===== config.mk =====
export PLATFORM = sky130hd
export DESIGN_NAME = toggle_event_rx_flat
export DESIGN_NICKNAME = d
export VERILOG_FILES = /design/src/rtl/toggle_event_rx_pkg.sv /design/src/rtl/toggle_event_rx_if.sv /design/src/rtl/toggle_event_rx_sync_chain.sv /design/src/rtl/toggle_event_rx.sv /design/src/flat_wrapper.sv
export SDC_FILE = /design/constraint.sdc
export NUM_CORES = 1
export LEC_CHECK = 0
export CAP_MARGIN = 20
export CORE_UTILIZATION = 30
export CTS_BUF_LIST = sky130_fd_sc_hd__clkbuf_16
export DETAILED_ROUTE_END_ITERATION = 8
export DONT_BUFFER_PORTS = 1
export PLACE_DENSITY = 0.5
export SYNTH_ARGS = -nofsm -noshare
export SYNTH_HDL_FRONTEND = slang
export SYNTH_SLANG_ARGS = --single-unit

===== constraint.sdc =====
create_clock -name clk -period 5.04 [get_ports clk]
set_input_delay 0.252 -clock clk [delete_from_list [all_inputs] [get_ports clk]]
set_output_delay 0.252 -clock clk [all_outputs]
set_load 0.02 [all_outputs]

===== src/rtl/toggle_event_rx_pkg.sv =====
// -----------------------------------------------------------------------------
// toggle_link_pkg
//   Shared constants and helpers for both ends of a toggle-signalling link.
//   - DEF_SYNC_STAGES / DEF_PEND_W / DEF_TOTAL_W : default receiver sizing
//   - MIN_TOGGLE_GAP : minimum clk cycles the sender must hold a level
//   - pend_op_e / pend_op() : per-cycle action on the pending-event counter
// -----------------------------------------------------------------------------
package toggle_link_pkg;

  localparam int DEF_SYNC_STAGES = 2;
  localparam int DEF_PEND_W      = 4;
  localparam int DEF_TOTAL_W     = 16;

  // A level must survive the synchronizer plus the previous-level register.
  localparam int MIN_TOGGLE_GAP  = DEF_SYNC_STAGES + 1;

  // Width of the post-reset priming counter (enough for SYNC_STAGES up to 4).
  localparam int PRIME_W         = 3;

  typedef enum logic [1:0] {
    PEND_HOLD = 2'd0,
    PEND_INC  = 2'd1,
    PEND_DEC  = 2'd2,
    PEND_DROP = 2'd3
  } pend_op_e;

  // Event arrival and acceptance in the same cycle cancel out, even when full.
  function automatic pend_op_e pend_op(input logic det, input logic acc, input logic full);
    pend_op_e op;
    if (det && !acc) begin
      if (full) begin
        op = PEND_DROP;
      end else begin
        op = PEND_INC;
      end
    end else if (!det && acc) begin
      op = PEND_DEC;
    end else begin
      op = PEND_HOLD;
    end
    return op;
  endfunction

endpackage


===== src/rtl/toggle_event_rx_if.sv =====
// -----------------------------------------------------------------------------
// toggle_event_rx_if
//   Consumer-side event interface of the toggle receiver.
//   evt_pulse   : 1-cycle pulse per detected toggle
//   evt_valid   : pending count is non-zero
//   evt_ready   : consumer takes one event when evt_valid & evt_ready
//   pending     : events detected but not yet accepted
//   total_count : events detected since reset (wrapping)
//   overflow    : sticky, an event was lost because pending was full
//   ovf_clr     : clears overflow
//   master = receiver (drives the event side), slave = consumer.
// -----------------------------------------------------------------------------
interface toggle_event_rx_if
  import toggle_link_pkg::*;
#(
  parameter int PEND_W  = DEF_PEND_W,
  parameter int TOTAL_W = DEF_TOTAL_W
) ();

  logic               evt_pulse;
  logic               evt_valid;
  logic               evt_ready;
  logic [PEND_W-1:0]  pending;
  logic [TOTAL_W-1:0] total_count;
  logic               overflow;
  logic               ovf_clr;

  modport master (
    output evt_pulse, evt_valid, pending, total_count, overflow,
    input  evt_ready, ovf_clr
  );

  modport slave (
    input  evt_pulse, evt_valid, pending, total_count, overflow,
    output evt_ready, ovf_clr
  );

endinterface


===== src/rtl/toggle_event_rx_sync_chain.sv =====
// -----------------------------------------------------------------------------
// sync_chain
//   Multi-flop synchronizer for a single asynchronous input, cleared to 0.
//   clk   : destination clock
//   reset : synchronous, active-high
//   d     : asynchronous input
//   q     : synchronized output (STAGES cycles of latency)
// -----------------------------------------------------------------------------
module sync_chain #(
  parameter int STAGES = 2
) (
  input  logic clk,
  input  logic reset,
  input  logic d,
  output logic q
);

  logic [STAGES-1:0] sync_r;

  // Shift the input through the synchronizer flops.
  always_ff @(posedge clk) begin
    if (reset) begin
      sync_r <= {STAGES{1'b0}};
    end else begin
      sync_r <= {sync_r[STAGES-2:0], d};
    end
  end

  assign q = sync_r[STAGES-1];

endmodule


===== src/rtl/toggle_event_rx.sv =====
// -----------------------------------------------------------------------------
// toggle_event_rx
//   Receive end of a toggle link: every level flip of toggle_in becomes one
//   event, queued as a pending count and offered over valid/ready.
//   clk       : single clock, rising edge
//   reset     : synchronous, active-high, clears all state
//   toggle_in : toggle line from the sender, may be asynchronous
//   evt       : event interface (master side), see toggle_event_rx_if
// -----------------------------------------------------------------------------
module toggle_event_rx
  import toggle_link_pkg::*;
#(
  parameter int SYNC_STAGES = DEF_SYNC_STAGES,
  parameter int PEND_W      = DEF_PEND_W,
  parameter int TOTAL_W     = DEF_TOTAL_W
) (
  input  logic               clk,
  input  logic               reset,
  input  logic               toggle_in,
  toggle_event_rx_if.master  evt
);

  // Priming lasts SYNC_STAGES+1 cycles: the counter runs 0..SYNC_STAGES.
  localparam logic [PRIME_W-1:0] PRIME_LAST = PRIME_W'(SYNC_STAGES);
  localparam logic [PEND_W-1:0]  PEND_MAX   = {PEND_W{1'b1}};

  logic               sync_out_s;
  logic               tgl_prev_r;
  logic               primed_r;
  logic [PRIME_W-1:0] prime_cnt_r;
  logic               det_s;
  logic               acc_s;
  logic               valid_s;
  pend_op_e           op_s;
  logic [PEND_W-1:0]  pending_r;
  logic [PEND_W-1:0]  pending_nxt_s;
  logic [TOTAL_W-1:0] total_r;
  logic               evt_pulse_r;
  logic               overflow_r;

  sync_chain #(.STAGES(SYNC_STAGES)) u_sync (
    .clk   (clk),
    .reset (reset),
    .d     (toggle_in),
    .q     (sync_out_s)
  );

  // Hold off detection until the link's idle level has reached tgl_prev.
  always_ff @(posedge clk) begin
    if (reset) begin
      prime_cnt_r <= {PRIME_W{1'b0}};
      primed_r    <= 1'b0;
    end else if (!primed_r) begin
      prime_cnt_r <= prime_cnt_r + {{(PRIME_W-1){1'b0}}, 1'b1};
      primed_r    <= (prime_cnt_r == PRIME_LAST);
    end else begin
      prime_cnt_r <= prime_cnt_r;
      primed_r    <= 1'b1;
    end
  end

  // Edge detect, acceptance and pending-counter decision.
  always_comb begin
    det_s         = 1'b0;
    if (primed_r) begin
      det_s = sync_out_s ^ tgl_prev_r;
    end else begin
      det_s = 1'b0;
    end
    valid_s       = (pending_r != {PEND_W{1'b0}});
    acc_s         = valid_s & evt.evt_ready;
    op_s          = pend_op(det_s, acc_s, (pending_r == PEND_MAX));
    pending_nxt_s = pending_r;
    case (op_s)
      PEND_INC: pending_nxt_s = pending_r + {{(PEND_W-1){1'b0}}, 1'b1};
      PEND_DEC: pending_nxt_s = pending_r - {{(PEND_W-1){1'b0}}, 1'b1};
      default:  pending_nxt_s = pending_r;
    endcase
  end

  // Event state: previous level, pulse, counters and sticky overflow.
  always_ff @(posedge clk) begin
    if (reset) begin
      tgl_prev_r  <= 1'b0;
      evt_pulse_r <= 1'b0;
      pending_r   <= {PEND_W{1'b0}};
      total_r     <= {TOTAL_W{1'b0}};
      overflow_r  <= 1'b0;
    end else begin
      tgl_prev_r  <= sync_out_s;
      evt_pulse_r <= det_s;
      pending_r   <= pending_nxt_s;
      // Dropped events are still counted in the total.
      if (det_s) begin
        total_r <= total_r + {{(TOTAL_W-1){1'b0}}, 1'b1};
      end else begin
        total_r <= total_r;
      end
      // A new drop wins over a clear so no loss goes unreported.
      if (op_s == PEND_DROP) begin
        overflow_r <= 1'b1;
      end else if (evt.ovf_clr) begin
        overflow_r <= 1'b0;
      end else begin
        overflow_r <= overflow_r;
      end
    end
  end

  assign evt.evt_pulse   = evt_pulse_r;
  assign evt.evt_valid   = valid_s;
  assign evt.pending     = pending_r;
  assign evt.total_count = total_r;
  assign evt.overflow    = overflow_r;

endmodule

===== src/flat_wrapper.sv =====
// flat-port wrapper written by rule: the top's interface ports become plain ports
module toggle_event_rx_flat import toggle_link_pkg::*;
#(
  parameter int SYNC_STAGES = DEF_SYNC_STAGES,
  parameter int PEND_W      = DEF_PEND_W,
  parameter int TOTAL_W     = DEF_TOTAL_W
)
  (clk, reset, toggle_in, evt_evt_pulse, evt_evt_valid, evt_pending, evt_total_count, evt_overflow, evt_evt_ready, evt_ovf_clr);
  toggle_event_rx_if #(.PEND_W(PEND_W), .TOTAL_W(TOTAL_W)) evt_i ();
  input  logic clk;
  input  logic reset;
  input  logic toggle_in;
  output wire logic [$bits(evt_i.evt_pulse)-1:0] evt_evt_pulse;
  output wire logic [$bits(evt_i.evt_valid)-1:0] evt_evt_valid;
  output wire logic [$bits(evt_i.pending)-1:0] evt_pending;
  output wire logic [$bits(evt_i.total_count)-1:0] evt_total_count;
  output wire logic [$bits(evt_i.overflow)-1:0] evt_overflow;
  input wire logic [$bits(evt_i.evt_ready)-1:0] evt_evt_ready;
  input wire logic [$bits(evt_i.ovf_clr)-1:0] evt_ovf_clr;
  assign evt_evt_pulse = evt_i.evt_pulse;
  assign evt_evt_valid = evt_i.evt_valid;
  assign evt_pending = evt_i.pending;
  assign evt_total_count = evt_i.total_count;
  assign evt_overflow = evt_i.overflow;
  assign evt_i.evt_ready = evt_evt_ready;
  assign evt_i.ovf_clr = evt_ovf_clr;
  toggle_event_rx #(.SYNC_STAGES(SYNC_STAGES), .PEND_W(PEND_W), .TOTAL_W(TOTAL_W)) u_core (.clk(clk), .reset(reset), .toggle_in(toggle_in), .evt(evt_i));
endmodule

Word level (Yosys, flattened, before mapping)
Index checks and enable logic that the tools add are counted.

operators by class
  $add $sub $neg = 4
  $mul = 0
  divide/modulo/power cells = 0
  $lt $le $gt $ge = 0
  eq/ne operators = 5
  shifts and indexed selects = 0
  muxes and demuxes = 8
  bitwise logic cells = 2
  reduce and logical (&&, ||, !) cells = 7

operators with widths
  cell                   count
  $add 16x1->16 const B  1
  $pmux 4 s2             1
  $mux 2                 3
  $add 4x1->4 const B    1
  $eq 2x2->1 const B     2
  $eq 4x4->1 const B     1
  $mux 1                 4
  $reduce_bool 2->1      2
  $reduce_bool 4->1      1
  $sub 4x1->4 const B    1
  $add 3x1->3 const B    1
  $eq 3x2->1 const B     1
  $eq 2x1->1 const B     1
  $logic_and 1x1->1      2
  $logic_not 1->1        2
  $and 1x1->1            1
  $xor 1x1->1            1

word-level totals
  register bits after elaboration = 29
  latch bits = 0
  RAM bits = 0
  bits in read-only memories = 0
  bits of input ports = 5
  output and inout port bits = 23
  logic and storage cells = 34
  memories = 0

Longest topological paths before layout
  depth in word-level cells = 8
  mapped depth = 9
  mapped depth without buffers = 9

Modules after synthesis
A second synthesis with hierarchy kept.

second synthesis, totals
  cells, all modules = 153
  area, all modules = 1360.1 um^2

by module, submodules not included
  module           instances  cells an instance  area an instance (um^2)  seq. area each (um^2)
  toggle_event_rx  1          149                1307.5                   540.5
  sync_chain       1          4                  52.6                     40.0

Least setup slack after synthesis
Ideal clock, no wire load.

  path kind = flip-flop to flip-flop
  start = register u_core.pending_r[0] (netlist: u_core.evt.pending[0])
  end = register u_core.pending_r[3] (netlist: u_core.evt.pending[3])
  setup time = 0.121 ns
  data arrival time = 2.262 ns
  path slack = 2.657 ns
  cell stages (with the launch flop) = 9
  path buffers = 0
  clock period less this slack = 2.383 ns
  cell sequence = dfxtp_1 > or4_4 > nand3_2 > inv_2 > ha_1 > nand3_1 > and3_1 > mux2_2 > mux2_2

between the ends
  word-level cells in the longest chain between the ends = 7
  elaborated cells between the ends (all ways) = 15

RTL lines
  item                                                         RTL line                                              text
  start, declared                                              toggle_event_rx.sv:35                                 logic [PEND_W-1:0] pending_r;
  start signal, assigned                                       toggle_event_rx.sv:86                                 pending_r <= {PEND_W{1'b0}};
  start signal, assigned                                       toggle_event_rx.sv:92                                 pending_r <= pending_nxt_s;
  $reduce_bool 4->1 (*)                                        toggle_event_rx.sv:70                                 valid_s = (pending_r != {PEND_W{1'b0}});
  named net evt_evt_valid                                      flat_wrapper.sv:14                                    output wire logic [$bits(evt_i.evt_valid)-1:0] evt_evt_valid;
  $and 1x1->1 (*)                                              toggle_event_rx.sv:71                                 acc_s = valid_s & evt.evt_ready;
  $logic_and 1x1->1 / $logic_not 1->1 (equally long branches)  toggle_event_rx_pkg.sv:36, toggle_event_rx_pkg.sv:30
  $mux 2 / $logic_and 1x1->1 (equally long branches)           toggle_event_rx_pkg.sv:36, toggle_event_rx_pkg.sv:30
  $mux 2 (*)                                                   toggle_event_rx_pkg.sv:30                             if (det && !acc) begin
  $eq 2x2->1 / $eq 2x1->1 (equally long branches)              toggle_event_rx.sv:74                                 case (op_s)
  $pmux 4 s2 / $reduce_bool 2->1 (equally long branches)       --

Mark *: on every way through the listed nets, which the timed path passes. The rest lies on a longest branch.
A chain may end at the register's enable or synchronous reset.

Final worst setup path
  start = register u_core.pending_r[1] (netlist: u_core.evt.pending[1])
  end = register u_core.pending_r[3] (netlist: u_core.evt.pending[3])

The elaborated chain is that of the path after synthesis.

==> impl_metrics.json <==
{
  "cts.sinks": 29,
  "grt_max_degree": 31,
  "min_from": "reset",
  "r2r-start": "u_core.evt.pending[1]",
  "yosysSeqAreaShare_pct": 42.5,
  "wirelength_um": 2790,
  "finalSetupViolations": 0,
  "asyncSetResetFlopFracSynth_pct": 0,
  "synth_area_leader_cell": "dfxtp_1",
  "ctsResizeCount": 0,
  "cp_cell_sequence": "or4_4 -> nand3_2 -> inv_2 -> ha_1 -> a21oi_1 -> a21boi_0 -> mux2_2 -> mux2_2",
  "dieHeight_um": 69.5,
  "rsz0062_at_grt": "no",
  "gp_congestion": 0.717,
  "rows": 24,
  "ant_nets": 0,
  "cts_htree_levels": 2,
  "grt_first_pass_wirelength_um": 4740,
  "ys_types": 36,
  "post-route-min-period_ps": 2540,
  "ys_ff_latch": 29,
  "cp-start-kind": "flip-flop",
  "worstSetupPathType": "flip-flop to flip-flop",
  "crit_arrival_ps": 2700,
  "whs_path_depth": 1,
  "crit_cells": 8,
  "status": "completed",
  "max_freq_ghz": 0.394,
  "clk_pin_slew_ps": 50,
  "synth_top_area_share_pct": 42.5,
  "cts-root-buf": "clkbuf_16",
  "max_stage_delay_ps": 640,
  "gr-usage-all-layers_pct": 12.6,
  "cts_inserted_buffers": 5,
  "drc": 0,
  "cts_setup_buffers": 0,
  "layout-area-overhead-vs-synth_pct": 15.3,
  "initial_core_util_pct": 31.4,
  "regArea_sq_um": 581,
  "ir_drop_uv": 214,
  "multi_input_area_sq_um": 737,
  "synth_cells": 150,
  "reg2reg_to": "u_core.evt.pending[3]",
  "crit_path_end": "u_core.evt.pending[3]",
  "fin_crit_sh_pct": 50.4,
  "cp_slowest_cell": "or4_4",
  "initialDrtViolationCount": 80,
  "dr.pass1.iters": 4,
  "syn_avg_cell_area_sq_um": 9.11,
  "finalMaxSlewViolations": 0,
  "synth_nets": 162,
  "critPathBufInv": 1,
  "hpwlAfterDp_um": 1960,
  "power_leakage_nw": 0.561,
  "crit_fanout": 7,
  "diodes": 0,
  "cap_violations": 0,
  "grt_antenna_before_repair": 0,
  "skew_ps": 3.35,
  "post_drt_wl_per_cell_um": 13.6,
  "synth_flop_cell": "dfxtp_1",
  "r2r_cells": 8,
  "synthTopCellsByArea": "dfxtp_1 42%, ha_1 5.5%, xnor2_1 5.1%, nor2_1 4.9%, a21oi_1 4.8%",
  "yosysWarnings": 0,
  "setup_tns_ps": 0,
  "power_density_nw_per_um2": 469,
  "n_fill_cell": 430,
  "vias_per_cell": 5.20,
  "layout-drive-gt1-share_pct": 8.50,
  "synth-edff-count": 0,
  "clockBufferDepth": 2,
  "hold_buffers": 0,
  "die_area_sq_um": 4830,
  "synthesis.area_sq_um": 1370,
  "layout.nets": 164,
  "tightest_slew_ps": 581,
  "ios": 28,
  "crit_start": "u_core.evt.pending[1]",
  "core_area_sq_um": 4350,
  "grt_pass1_vias": 1031,
  "finalPower_w": 0.000739,
  "cts_tree": "done",
  "worstPathRequired_ps": 5200,
  "path_common_cell": "mux2_2",
  "numPortBuffers": 0,
  "clk_latency_ps": 270,
  "dieWidth_um": 69.5,
  "regToRegSetupSlack_ps": 2500,
  "hp-class": "input pin to flip-flop",
  "hold_viol": 0,
  "worstSetupEndpointType": "flip-flop",
  "cpLargestDelayFamily": "simple AND/OR/NAND/NOR gates",
  "num_vias": 1066,
  "relSlewSlack_pct": 61.0,
  "grt_overflow_total": 0
}
## worst reg2reg max path, stage by stage (launching register included)
cell and delay [ps]:
dfxtp_1 430, or4_4 640, nand3_2 130, inv_2 60
ha_1 320, a21oi_1 200, a21boi_0 120, mux2_2 280
mux2_2 260
## metrics by stage
stage | utilization, % | hold WS (ps) | setup WS, ps | instance area (sq um) | std cells
floorplan | - | 380 | 2660 | 1370 | 150
global placement | 32.4 | 326 | 2590 | 1410 | 197
detailed placement | 32.4 | 330 | 2500 | 1410 | 197
CTS | 36.2 | 43.7 | 2490 | 1580 | 205
global route | 36.2 | 41.3 | 2410 | 1580 | 205
finish | 36.2 | 50.9 | 2500 | 1580 | 205
## cells in the mapped netlist (2+ instances only)
| cell | n |
|---|---|
| o21ai_0 | 4 |
| and4_1 | 2 |
| dfxtp_1 | 29 |
| or3_1 | 2 |
| inv_1 | 7 |
| a21oi_1 | 13 |
| mux2_2 | 2 |
| xnor2_1 | 8 |
| or4_1 | 5 |
| nor2b_1 | 5 |
| o31ai_1 | 5 |
| nor3_1 | 2 |
| nand2_1 | 5 |
| nand3_1 | 5 |
| clkbuf_1 | 4 |
| xor2_1 | 5 |
| nor2_1 | 18 |
| ha_1 | 6 |
| nand4_1 | 6 |
## sequential cells by signal, indices dropped and copies added, names as in the netlist
signal                  count
u_core.evt.pending          4
u_core.u_sync.sync_r        2
u_core.evt.evt_pulse        1
u_core.evt.overflow         1
u_core.evt.total_count     16
u_core.tgl_prev_r           1
u_core.prime_cnt_r          3
u_core.primed_r             1
## final cells by class
cell class / count / share of cell area, %
inverter: 8 / 1.91
sequential: 29 / 36.9
clock buffer: 5 / 7.94
clock inverter: 3 / 2.38
tap: 52 / 4.13
multi-input combinational: 108 / 46.8
## layer usage
layer	global-route usage, %	vias up	part of all wire, %
met2	20.0	38	46
met3	6.69	9	7.9
met4	6.12	0	2.4
met5	0	-	0
li1	-	531	-
met1	13.6	488	44
## cells in the final DEF, fill, tap and decap left out, types with 2 or more instances in the layout
master / count
or3_1: 2
xnor2_1: 8
a21oi_1: 13
nand3_1: 5
dfxtp_1: 29
or4_1: 5
nor3_1: 2
o31ai_1: 5
nand4_1: 6
o21ai_0: 4
xor2_1: 5
nor2b_1: 5
nand2_1: 5
and4_1: 2
mux2_2: 2
ha_1: 6
nor2_1: 18
inv_1: 8
clkbuf_16: 5
## how the worst min path moves through the flow
| stage | endpoint |
|---|---|
| 5_1_grt | u_core.evt.total_count[15] |
| 3_3_place_gp | u_core.evt.total_count[14] |
| 3_5_place_dp | u_core.evt.total_count[1] |
| 2_1_floorplan | u_core.u_sync.sync_r[0] |
| 6_report | u_core.u_sync.sync_r[0] |
| 4_1_cts | u_core.evt.total_count[3] |
## report_power, final
part	switching, W	internal [W]	total (W)
Combinational	0.0000678	0.0000580	0.000126
Sequential	0.0000404	0.000251	0.000292
Clock	0.0000932	0.000228	0.000322
Total	0.000201	0.000538	0.000739
## logic make-up (layout without fill, tap and decap cells)
group,count (synthesis),in the layout,share of synthesized area [%]
XOR/XNOR,14,14,9.52
AO/OA/AOI/OAI,25,25,10.7
AND/OR/NAND/NOR,59,59,24.4
multiplexers,3,3,2.38
adder cells (fa/ha/maj),7,7,6.96
flip-flops,29,29,42.5
buffers and inverters,13,16,3.57
Note: power is estimated with default switching activity, not from simulation.
